--- src/rtl/cordic_sincos.sv ---
// Iterative rotation-mode CORDIC: Q2.13 angle in, Q2.13 cos/sin out.
// One micro-rotation per clock, quadrant folded on accept so z stays within +/-pi/2.
module cordic_sincos #(
    parameter int WIDTH  = 16,
    parameter int STAGES = 13
) (
    input  logic                    clk,
    input  logic                    rst_n,
    input  logic signed [WIDTH-1:0] theta_in,
    input  logic                    valid_in,
    output logic                    ready_out,
    output logic signed [WIDTH-1:0] cos_out,
    output logic signed [WIDTH-1:0] sin_out,
    output logic                    valid_out
);

    localparam int IW    = WIDTH + 2;
    localparam int IDX_W = 4;
    localparam int TBL_N = 1 << IDX_W;

    localparam logic signed [IW-1:0] K_INIT  = IW'(4975);
    localparam logic signed [IW-1:0] HALF_PI = IW'(12868);
    localparam logic signed [IW-1:0] PI      = IW'(25736);
    localparam logic [IDX_W-1:0]     LAST_IT = IDX_W'(STAGES - 1);

    // Element 0 is atan(2^0)*8192; listed MSB-first so index 0 is the last entry.
    localparam logic [12:0][15:0] ATAN_TABLE = {
        16'h0001, 16'h0003, 16'h0007, 16'h000F, 16'h001F, 16'h003F, 16'h007F,
        16'h00FF, 16'h01FF, 16'h03FA, 16'h07D6, 16'h0ED6, 16'h1921
    };

    typedef enum logic [1:0] {IDLE, ROTATE, DONE} state_t;

    state_t                 state_reg;
    logic signed [IW-1:0]   x_reg, y_reg, z_reg;
    logic [IDX_W-1:0]       iter_reg;
    logic                   neg_reg;

    logic signed [IW-1:0]   atan_ext [TBL_N];
    logic signed [IW-1:0]   atan_cur;
    logic signed [IW-1:0]   x_shift, y_shift;
    logic signed [IW-1:0]   x_next, y_next, z_next;
    logic signed [IW-1:0]   theta_ext;

    generate
        for (genvar gi = 0; gi < TBL_N; gi++) begin : g_atan
            if (gi < 13) begin : g_entry
                assign atan_ext[gi] = {{(IW-16){ATAN_TABLE[gi][15]}}, ATAN_TABLE[gi]};
            end else begin : g_pad
                assign atan_ext[gi] = '0;
            end
        end
    endgenerate

    assign atan_cur  = atan_ext[iter_reg];
    assign x_shift   = x_reg >>> iter_reg;
    assign y_shift   = y_reg >>> iter_reg;
    assign theta_ext = {{2{theta_in[WIDTH-1]}}, theta_in};

    always_comb begin
        x_next = x_reg;
        y_next = y_reg;
        z_next = z_reg;
        if (!z_reg[IW-1]) begin
            x_next = x_reg - y_shift;
            y_next = y_reg + x_shift;
            z_next = z_reg - atan_cur;
        end else begin
            x_next = x_reg + y_shift;
            y_next = y_reg - x_shift;
            z_next = z_reg + atan_cur;
        end
    end

    always_ff @(posedge clk or negedge rst_n) begin
        if (!rst_n) begin
            state_reg <= IDLE;
            x_reg     <= '0;
            y_reg     <= '0;
            z_reg     <= '0;
            iter_reg  <= '0;
            neg_reg   <= 1'b0;
            cos_out   <= '0;
            sin_out   <= '0;
            valid_out <= 1'b0;
            ready_out <= 1'b1;
        end else begin
            case (state_reg)
                IDLE: begin
                    valid_out <= 1'b0;
                    if (valid_in) begin
                        x_reg     <= K_INIT;
                        y_reg     <= '0;
                        iter_reg  <= '0;
                        ready_out <= 1'b0;
                        state_reg <= ROTATE;
                        // Angles beyond +/-pi/2 rotate by pi and negate the result.
                        if (theta_ext > HALF_PI) begin
                            z_reg   <= theta_ext - PI;
                            neg_reg <= 1'b1;
                        end else if (theta_ext < -HALF_PI) begin
                            z_reg   <= theta_ext + PI;
                            neg_reg <= 1'b1;
                        end else begin
                            z_reg   <= theta_ext;
                            neg_reg <= 1'b0;
                        end
                    end
                end
                ROTATE: begin
                    x_reg    <= x_next;
                    y_reg    <= y_next;
                    z_reg    <= z_next;
                    iter_reg <= iter_reg + 1'b1;
                    if (iter_reg == LAST_IT) begin
                        cos_out   <= WIDTH'(neg_reg ? -x_next : x_next);
                        sin_out   <= WIDTH'(neg_reg ? -y_next : y_next);
                        valid_out <= 1'b1;
                        state_reg <= DONE;
                    end
                end
                DONE: begin
                    valid_out <= 1'b0;
                    ready_out <= 1'b1;
                    state_reg <= IDLE;
                end
                default: begin
                    valid_out <= 1'b0;
                    ready_out <= 1'b1;
                    state_reg <= IDLE;
                end
            endcase
        end
    end

endmodule

--- config.mk ---
export PLATFORM = sky130hd
export DESIGN_NAME = cordic_sincos
export DESIGN_NICKNAME = d
export VERILOG_FILES = /design/src/rtl/cordic_sincos.sv
export SDC_FILE = /design/constraint.sdc
export NUM_CORES = 1
export LEC_CHECK = 0
export CAP_MARGIN = 0
export CORE_MARGIN = 2
export CORE_UTILIZATION = 60
export DETAILED_ROUTE_END_ITERATION = 16
export PLACE_DENSITY = 0.82
export RECOVER_POWER = 50
export SLEW_MARGIN = 20
export SYNTH_ARGS = -nofsm -noshare
export SYNTH_HDL_FRONTEND = slang
export SYNTH_SLANG_ARGS = --single-unit
--- constraint.sdc ---
create_clock -name clk -period 5.78 [get_ports clk]
set_input_delay 1.734 -clock clk [delete_from_list [all_inputs] [get_ports clk]]
set_output_delay 1.734 -clock clk [all_outputs]
set_load 0.02 [all_outputs]
* Word-level counts from Yosys, hierarchy flattened
Memory sizes are Yosys's and may differ from the RTL's.
Index checks and enable logic that the tools add are counted.
** Word-level totals
- Register bits :: 95
- Latch bits :: 0
- RAM bits :: 0
- Memory bits (read-only) :: 288
- Input bits :: 19
- Output and inout bits :: 34
- Logic and storage cells :: 66
- Memories :: 1
** Cells by class
- $add $sub $neg :: 11
- Multiply operators :: 0
- Div/mod/pow operators :: 0
- $lt $le $gt $ge :: 3
- Equal/unequal tests :: 4
- Shift operators :: 2
- Muxes and demuxes :: 26
- Bitwise gates (word level) :: 2
- Reduce and logical (&&, ||, !) cells :: 7
** Memory list
- (no name shown) :: depth 16, width 18, rd ports 1, clocked after memory_dff 0, wr ports 0, RTL line 55 : assign atan_cur = atan_ext[iter_reg];
** Operators by type and width (number)
- $mux 18 :: 10
- $pmux 18 s2 :: 3
- $add 18x18->18 :: 3
- $sub 18x18->18 :: 3
- $sshr 18x4->18 :: 2
- $mux 16 :: 2
- $neg 16->16 :: 2
- $add 16x16->17 const B :: 1
- $sub 16x16->17 const B :: 1
- $gt 16x15->1 const B :: 1
- $lt 16x15->1 const B :: 1
- $reduce_and 2->1 :: 5
- $pmux 4 s2 :: 1
- $ge 5x5->1 const B :: 1
- $mux 1 :: 5
- $not 4->5 :: 1
- $add 4x1->4 const B :: 1
- $eq 4x4->1 const B :: 1
- $mux 2 :: 2
- $mux 4 :: 1
- $ne 2x2->1 const B :: 2
- $pmux 2 s2 :: 1
- $eq 2x1->1 const B :: 1
- $logic_not 2->1 :: 1
- 3 further kinds :: 3

* Logic depth before layout (Yosys ltp)
- Word-level depth :: 7
- Mapped depth :: 21
- Gate-level depth less buffers :: 19

* Least setup slack after synthesis
No wires, ideal clock.
- Path type :: reg-to-reg
- From :: register iter_reg[1]
- To :: register cos_out[14]
- Setup time :: 133 ps
- Arrival :: 4696 ps
- Data required time :: 5647 ps
- Path slack :: 951 ps
- Cell stages (with the launch flop) :: 20
- Buffers on the path :: 2
- Clock period less this slack :: 4829 ps
- Cells stage by stage :: dfrtp_1 > buf_2 > buf_1 > mux4_1 > mux2_2 > a21oi_1 > ha_1 > nor3b_1 > nor2_1 > xnor2_1 > ha_1 > and3_1 > nand3_1 > o211ai_1 > nand2_1 > o21ai_0 > a211oi_1 > o41ai_1 > xor2_1 > o21ai_0
** On the way
- Longest elaborated chain between the ends :: 5
- Elaborated cells on any way between the ends :: 8
- Those cells by class :: add/sub (3); eq/ne (1); shift (1); mux (2); reduce/logical (1)
** RTL lines
- from (decl) :: RTL line 36 : logic [IDX_W-1:0] iter_reg;
- from (signal assigned) :: RTL line 114 : iter_reg <= iter_reg + 1'b1;
- $sshr 18x4->18 :: RTL line 57 : assign y_shift = y_reg >>> iter_reg;
- $sub 18x18->18 or $add 18x18->18 (tied branches) :: RTL line 65, 69
- $mux 18 :: RTL line 64 : if (!z_reg[IW-1]) begin
- $neg 16->16 :: RTL line 116 : cos_out <= WIDTH'(neg_reg ? -x_next : x_next);
- $mux 16 :: RTL line 116
- to (signal assigned) :: RTL line 116
- to (decl) :: RTL line 12 : output logic signed [WIDTH-1:0] cos_out,
Several ways; a longest one is shown, not always the timed one.
A chain may end at the register's enable or synchronous reset.

* Worst setup path after layout
- From :: input port valid_in
- To :: register z_reg[17]
** On the way
- Longest elaborated chain between the ends :: 2
** RTL lines
- from (decl) :: RTL line 10 : input logic valid_in,
- $ne 2x2->1 (no line)
- $reduce_and 2->1 (no line)
- to (signal assigned) :: RTL line 99 : z_reg <= theta_ext - PI;
- to (signal assigned) :: RTL line 102 : z_reg <= theta_ext + PI;
- to (signal assigned) :: RTL line 105 : z_reg <= theta_ext;
- to (decl) :: RTL line 35 : logic signed [IW-1:0] x_reg, y_reg, z_reg;
No other way between the ends.

==> reports/results.ini <==
[status]
status=finished, violations left
violations=capacitance limit, slew limit

[drt]
drc=0
via_per_inst=6.60
drtPass1Iterations=6
drtAntennaViolNets=0
drt_iter0_markers=762
wl_per_cell_um=19.0
routed_wl_um=28200
num_vias=9781

[floorplan]
die_x_um=134
fp.coreArea_sq_um=16600
fp.dieH_um=134
row_count=47
start_util=0.613
dieArea_sq_um=18000
ios=53

[clock_tree]
h-tree-depth=3
cts_root_buf=clkbuf_16
numCtsBuffers=9
clock_path_buffers=2
cts_tree=done
path_clk_slew_ns=0.08
cts_setup_buffers=0
cts.sinks=95
clock_latency_ns=0.36

[synthesis]
syn_inst=1236
synthArstFlopShare=1.00
synth_edf_count=0
synthTopCellsByArea=dfrtp_1, ha_1, mux4_2, nand2_1, xor2_1
synth_top_area_frac=0.231
synth_ff_type=dfrtp_1
synth_seq_area_share=0.234
synth.avg_cell_area_sq_um=8.23
netlist_area_sq_um=10200
yosysTopAreaCell=dfrtp_1
yosys_warnings=0
netlist-cell-type-count=83
ys_ff_latch=95
syn_nets=1323

[grt]
grt_pass1_wl_um=45700
grt_max_degree=66
grt_overflow=0
track_usage=0.315
antenna_found_initial=0
grt_pass1_vias=9143

[finish]
area_growth_pct=10.1
nets=1343
nFillCells=1379
antenna_cells=0
drive_above_1_share=0.0904

[sta]
period_needed_ns=5.33
relSlewSlack=-0.629
hold_violations=0
rsz0062_at_grt=false
clock.fmax_mhz=188
fin_crit_sh=0.921
final.setup.tns_ns=0
setup_viol=0
slew_violations=109
worst_pin_slew_ns=2.44
skew_ns=0.00892

[setup_path]
cp.arrival_ns=5.56
path_cells=dlygate4sd3_1, nand2b_1, or2_0, nand2_1, nor2_1, a221oi_1, o21ai_0, nor3_1
crit_type=primary input to register
worst_setup_path_start_kind=primary input
slowest_stage=or2_0
max_stage_delay_ns=1.78
crit_fanout=31
crit_path_end_kind=register
required_ns=6.02

[placed_design]
port_buffers=52
dp_hpwl_um=20600
gp_congestion=0.998

[hold_path]
hold_path.class=register to register

[flow_run]
drv_cap=4

-- layout make-up --
type	count	area [sq um]	share of cell area
clock buffers	9	225	0.0201
clock inverters	7	86.3	0.00771
inverters	42	158	0.0141
multi-input cells	1025	7320	0.654
flip-flops and latches	95	2380	0.213
well taps	220	275	0.0246
repair buffers	83	752	0.0671
-- what timing repair did --
item | 4_1_cts | 5_1_grt
endpoints found under the setup margin | 0 | 2
hold buffers | 0 | 0
gates resized for setup | 0 | 1
-- kinds of logic after synthesis --
logic type                 Yosys count  synth area share
muxes                               74             0.116
adders and majority gates           68            0.0859
xor gates and xnor gates           106            0.0926
AOI/OAI and AO/OA                  368             0.240
buffers and inverters              116            0.0470
DFF                                 95             0.234
and+or+nand+nor                    409             0.185
-- path summary, 6_finish.rpt --
| check | start | end | cells past startpoint | slack [ns] |
|---|---|---|---|---|
| worst max register to register | iter_reg[1] | sin_out[14] | 17 | 0.46 |
| min in group asynchronous | rst_n | sin_out[4] | 1 | 1.46 |
| worst min-delay path | sin_out[8] | sin_out[8] | 2 | 0.48 |
| max in group asynchronous | rst_n | valid_out | 2 | 2.06 |
| worst max-delay path | valid_in | z_reg[17] | 8 | 0.45 |
| worst min register to register | sin_out[8] | sin_out[8] | 2 | 0.48 |
-- worst max-delay path, delay by kind of cell --
family,cells,cell delay (ns)
AND/OR/NAND/NOR,5,3.08
buffers and inverters,1,0.54
AO/OA/AOI/OAI,2,0.20
-- layout by cell type (no fill, tap or decap), drive strengths merged, types with 7 or more instances in the layout --
master / instances
xor2: 58
clkbuf: 12
a21oi: 65
nor3: 26
clkdlybuf4s50: 45
o21a: 18
o21ai: 97
or2: 8
a31oi: 22
inv: 47
o22a: 7
o22ai: 12
o41ai: 7
xnor2: 47
a22oi: 9
or3: 15
mux4: 32
nand2b: 15
nor2: 106
mux2i: 24
a22o: 8
buf: 29
and2: 12
dfrtp: 94
nor2b: 14
nand2: 149
mux2: 18
o211ai: 16
a21o: 21
ha: 65
nand3: 42
o31ai: 9
-- synth_stat cells, types with 5 or more instances --
cell and instances:
nand2_1 149, nor2_1 106, dfrtp_1 94, o21ai_0 94, a21oi_1 65, ha_1 65, xor2_1 58, xnor2_1 47
clkbuf_1 44, nand3_1 42, inv_1 41, mux4_2 28, nor3_1 25, mux2i_1 24, a31oi_1 22, a21o_1 21
mux2_2 18, o21a_1 18, o211ai_1 16, nand2b_1 15, nor2b_1 14, or3_1 14, buf_1 13, buf_2 12
o22ai_1 12, and2_1 11, a22oi_1 9, o31ai_1 9, a22o_1 8, or2_2 8, o22a_1 7, o41ai_1 7
a211o_1 6, a211oi_1 6, nand4_1 6, o311ai_0 6, a21boi_0 5, and3_1 5, o21bai_1 5
-- layer usage --
| metal | global-route usage | share of wire |
|---|---|---|
| met5 | 0 | 0 |
| met3 | 0.0661 | 0.090 |
| met4 | 0.115 | 0.029 |
| met2 | 0.499 | 0.46 |
| met1 | 0.426 | 0.42 |
-- stage by stage --
stage / hold WS [ns] / util / instances / setup WS, ns / cell area (sq um)
floorplan: 0.453 / - / 1236 / 0.951 / 10200
global placement: 0.460 / 0.657 / 1465 / 0.423 / 10900
detailed placement: 0.470 / 0.657 / 1465 / 0.323 / 10900
CTS: 0.488 / 0.676 / 1481 / 0.300 / 11200
global route: 0.511 / 0.675 / 1481 / 0.0491 / 11200
finish: 0.476 / 0.675 / 1481 / 0.455 / 11200
Power is not shown: default switching activity piles up to over one toggle a cycle in this logic, so the estimate is an artifact.
